### src/rtl/if_id_fetch_stage.sv
// Instruction-fetch stage and IF/ID pipeline register: PC, redirect/stall/flush handling,
// and combinational field decode of the latched word. Optional counters under FETCH_PERF_CNT_EN.
module if_id_fetch_stage #(
    parameter logic [31:0] PC_RESET   = 32'h0040_0000,
    parameter int          DATA_WIDTH = 32
) (
    input  logic                  clk,
    input  logic                  reset,
    input  logic                  stall,
    input  logic                  flush,
    input  logic                  branch_taken,
    input  logic [DATA_WIDTH-1:0] branch_target,
    input  logic                  jump,
    input  logic [25:0]           jump_index,
    output logic [DATA_WIDTH-1:0] imem_addr,
    input  logic [DATA_WIDTH-1:0] imem_rdata,
    output logic [DATA_WIDTH-1:0] instr_id,
    output logic [DATA_WIDTH-1:0] pc_plus4_id,
    output logic                  valid_id,
    output logic [5:0]            opcode,
    output logic [4:0]            rs,
    output logic [4:0]            rt,
    output logic [4:0]            rd,
    output logic [4:0]            shamt,
    output logic [5:0]            funct,
    output logic [15:0]           imm
`ifdef FETCH_PERF_CNT_EN
    ,
    output logic [31:0]           fetch_count,
    output logic [31:0]           bubble_count
`endif
);

    typedef enum logic {
        BOOT = 1'b0,
        RUN  = 1'b1
    } state_t;

    state_t                  state;
    state_t                  state_next;
    logic [DATA_WIDTH-1:0]   pc;
    logic [DATA_WIDTH-1:0]   pc_next;
    logic [DATA_WIDTH-1:0]   pc_plus4;
    logic                    redirect;
    logic                    latch_fetch;
    logic                    latch_bubble;

    // State register
    always_ff @(posedge clk) begin
        if (reset) begin
            state <= BOOT;
        end else begin
            state <= state_next;
        end
    end

    // Next-state logic: BOOT lasts exactly one cycle, only reset re-enters it
    always_comb begin
        state_next = state;
        case (state)
            BOOT:    state_next = RUN;
            RUN:     state_next = RUN;
            default: state_next = BOOT;
        endcase
    end

    // Output/control logic. During BOOT the ID stage holds a reset bubble, so any
    // redirect/stall/flush it might raise is meaningless and the first fetch always proceeds.
    always_comb begin
        imem_addr    = (state == BOOT) ? PC_RESET : pc;
        pc_plus4     = imem_addr + 32'd4;
        pc_next      = pc;
        redirect     = 1'b0;
        latch_fetch  = 1'b0;
        latch_bubble = 1'b0;
        if (state == BOOT) begin
            pc_next     = pc_plus4;
            latch_fetch = 1'b1;
        end else begin
            if (jump) begin
                pc_next  = {pc_plus4_id[31:28], jump_index, 2'b00};
                redirect = 1'b1;
            end else if (branch_taken) begin
                pc_next  = branch_target & ~32'h3;
                redirect = 1'b1;
            end else if (!stall) begin
                pc_next = pc_plus4;
            end

            // The word fetched alongside a redirect is wrong-path and becomes a bubble
            if (flush || redirect) begin
                latch_bubble = 1'b1;
            end else if (!stall) begin
                latch_fetch = 1'b1;
            end
        end
    end

    always_ff @(posedge clk) begin
        if (reset) begin
            pc <= PC_RESET;
        end else begin
            pc <= pc_next;
        end
    end

    // IF/ID pipeline register
    always_ff @(posedge clk) begin
        if (reset) begin
            instr_id    <= '0;
            pc_plus4_id <= '0;
            valid_id    <= 1'b0;
        end else if (latch_bubble) begin
            instr_id    <= '0;
            pc_plus4_id <= '0;
            valid_id    <= 1'b0;
        end else if (latch_fetch) begin
            instr_id    <= imem_rdata;
            pc_plus4_id <= pc_plus4;
            valid_id    <= 1'b1;
        end
    end

    assign opcode = instr_id[31:26];
    assign rs     = instr_id[25:21];
    assign rt     = instr_id[20:16];
    assign rd     = instr_id[15:11];
    assign shamt  = instr_id[10:6];
    assign funct  = instr_id[5:0];
    assign imm    = instr_id[15:0];

`ifdef FETCH_PERF_CNT_EN
    always_ff @(posedge clk) begin
        if (reset) begin
            fetch_count  <= '0;
            bubble_count <= '0;
        end else begin
            if (latch_fetch) begin
                fetch_count <= fetch_count + 32'd1;
            end
            if (latch_bubble) begin
                bubble_count <= bubble_count + 32'd1;
            end
        end
    end
`endif

endmodule

### config.mk
export PLATFORM = sky130hd
export DESIGN_NAME = if_id_fetch_stage
export DESIGN_NICKNAME = d
export VERILOG_FILES = /design/src/rtl/if_id_fetch_stage.sv
export SDC_FILE = /design/constraint.sdc
export NUM_CORES = 1
export LEC_CHECK = 0
export ABC_AREA = 1
export CAP_MARGIN = 10
export CORE_MARGIN = 2
export CORE_UTILIZATION = 43
export DETAILED_ROUTE_END_ITERATION = 16
export GPL_TIMING_DRIVEN = 0
export PLACE_DENSITY = 0.85
export SYNTH_ARGS = -nofsm -noshare
export SYNTH_HDL_FRONTEND = slang
export SYNTH_SLANG_ARGS = --single-unit
### constraint.sdc
create_clock -name clk -period 2.6 [get_ports clk]
set_input_delay 0.52 -clock clk [delete_from_list [all_inputs] [get_ports clk]]
set_output_delay 0.52 -clock clk [all_outputs]
set_load 0.05 [all_outputs]
==> metrics.txt <==
clock transition at the registers of the reported paths=around 0.08 ns; achievable frequency=0.394 GHz; Synth cell types=33; Setup Total Neg Slack=0 ns; status=completed; reg2reg path depth=14; DRT Wirelength=20,800 um; DRT Pass-1 Iters=6; Setup Fix Bufs, Post-CTS=0; hold endpoint=pc_plus4_id[3]; die area=between 10,000 and 15,000 um^2; P&R area growth vs syn=52.2%; Setup CP Type=reg -> out; dpl hpwl=between 15,000 and 20,000 um; Synth top area share=34.5%; DP Cell Count=1,313; worst-margin pin slew=0.714 ns; HP Class=reg -> reg; layout cells sized above 1=10.7%; Post-Syn Area=around 5700 um^2; post-synth net total=997; sequential fraction of the synthesis area=34.5%; Starting Density=43.5%; vias per cell=5.02; FF/Latch Area=1960 um^2; maximum root-to-sink buffer count=2; area of the multi-input gates=2830 um^2; yosys warns=0; top cells by area, synth=dfxtp_1, nand2_1, nor2_1; MaxCap Viol Count=0; total power=4.38 mW; Antenna diodes=0; maximum vdd drop=264 uV; Sink Count=98; Critical Path RT=2.08 ns; unrepaired setup endpoints after global routing=yes; Synth Register Bits=98; cts bufs inserted=9; largest net degree at the start of global routing=18; GRT overflow=0; simple-gate share of the synthesized area=~33%; Post-Synth Adder-Cell Area=0.220%; Synth Area in XOR/XNOR=around 1.5%; RR Startpoint=state; pre-CTS WS=-0.387 ns; worst setup margin=0.0647 ns; Std-Cell Rows=42; largest family of logic cells by synthesized area=simple AND/OR/NAND/NOR gates; Final Hold Fails=0; Min-Delay Startpoint=pc_plus4_id[3]; Mapped Cells=900; Die H=119 um; Final min period=2.54 ns; post-synthesis mux area share=0%; type of origin of the critical path=flip-flop; post-CTS sizing=36; worst rel slew slack=52.4%; DRT iter0 DRCs=665; worst skew pair latency=0.35 ns; crit-path max FO=10; reg2reg end=pc[18]; fin. max-slew vios=0; drt drc=0; core area=13,100 um^2; final antenna-violating net count=0; hold_buf cts=0; R2R setup slack=0.14 ns; first-pass GRT wire length=32,100 um; final net count=1,245; Hold Path Stages=2; Compound-Gate Fraction of Synth Area=14.5%; fill cell count=about 1,100; fin crit share=97.5%; cell area power density=between 500 and 600 nW/um^2; IO Pins=241; vias in the first global route=roughly 6,000; CTS Root Cell=clkbuf_16; GPL Wtd Cong=around 0.97; crit path DAT=2.02 ns; I/O Buffers=237; CTS tree=done; CTS HTree Levels=3; DR WL/cell=about 16 um; Avg Inst Size Synth=6.32 um^2; Global Route Usage Sum=28.7%; largest area contributor in the netlist=dfxtp_1; CP endpoint kind=output pin; Leak Pwr=just under 4 nW; vias post-DR=6,671; Clock Skews=0.00847 ns; Core Util, Final=between 60% and 70%; initial antenna violation count=0; Finished Layout Cells=1,329; Die X=around 120 um; Final setup viols=0
==> worst max path at each step <==
stage | from | to | slack, ns
floorplan | state | pc_plus4_id[18] | 0.1
global route | state | pc[18] | -0.03
global placement | state | pc[16] | -0.40
finish | state | imem_addr[11] | 0.06
detailed placement | state | pc[16] | -0.39
CTS | state | imem_addr[23] | -0.003
==> worst max-delay path, stage by stage (launching register included) <==
cell             delay, ns
dfxtp_1               0.33
buf_6                 0.14
buf_6                 0.16
nand2_1               0.10
inv_1                 0.13
clkdlybuf4s50_1       0.82
==> flip-flops by register name, summed over array words and instances (netlist names) <==
| name | count |
|---|---|
| pc | 32 |
| state | 1 |
| valid_id | 1 |
| pc_plus4_id | 32 |
| instr_id | 32 |
==> per-layer routing <==
layer	track usage [%]	share of wire, %	vias up
met5	0	0	-
met4	9.15	2.0	0
met3	4.07	8.2	26
met2	50.3	49	361
met1	36.4	41	2980
li1	-	-	3304
==> synth_stat cells (all sizes together) <==
master,count
nand4,6
inv,96
a22oi,5
buf,73
nor2,182
clkbuf,22
a21o,1
xor2,10
o211ai,1
o22ai,2
clkinv,1
a221oi,1
nor3,3
nand2,178
o21bai,1
dfxtp,98
nand3,72
o21ai,70
a211oi,1
ha,1
a21oi,74
a31oi,2
==> kinds of logic after synthesis <==
| family | after synthesis |
|---|---|
| simple gates | 441 |
| flops | 98 |
| fa+ha+maj | 1 |
| xor+xnor | 10 |
| compound gates | 158 |
| buf+inv | 192 |
==> cell type report <==
class	instances	share of cell area, %
multi-input combinational	610	32.7
timing repair buffer	237	27.4
tap	176	2.54
clock buffer	10	2.64
inverter	97	4.21
buffer	95	7.00
clock inverter	6	0.853
sequential	98	22.7
==> where the power goes <==
part | internal (mW) | total (mW) | switching, mW
clock | 0.759 | 1.39 | 0.629
sequential | 1.59 | 1.67 | 0.0778
combinational | 0.497 | 1.32 | 0.823
total | 2.85 | 4.38 | 1.53
==> cells in the final DEF, fill, tap and decap left out, drive strengths merged, types with 2 or more instances in the layout <==
master | Yosys | layout
a21oi | 74 | 74
nand2 | 178 | 178
a22oi | 5 | 5
nand4 | 6 | 6
buf | 73 | 72
a31oi | 2 | 2
clkdlybuf4s50 | 0 | 212
nor3 | 3 | 3
xor2 | 10 | 10
o21ai | 70 | 70
dfxtp | 98 | 98
dlymetal6s2s | 0 | 6
clkinv | 1 | 2
o22ai | 2 | 2
clkdlybuf4s15 | 0 | 4
clkbuf | 22 | 33
nor2 | 182 | 182
inv | 96 | 98
clkinvlp | 0 | 2
nand3 | 72 | 72
dlygate4sd2 | 0 | 15
==> through the flow <==
step / hold slack [ns] / area, um^2
after CTS: 0.475 / 8600
after detailed placement: 0.464 / 8280
after floorplan: 0.449 / 5690
final: 0.480 / 8660
after global placement: 0.452 / 8280
after global routing: 0.516 / 8660
Note: power is estimated with default switching activity, not from simulation.
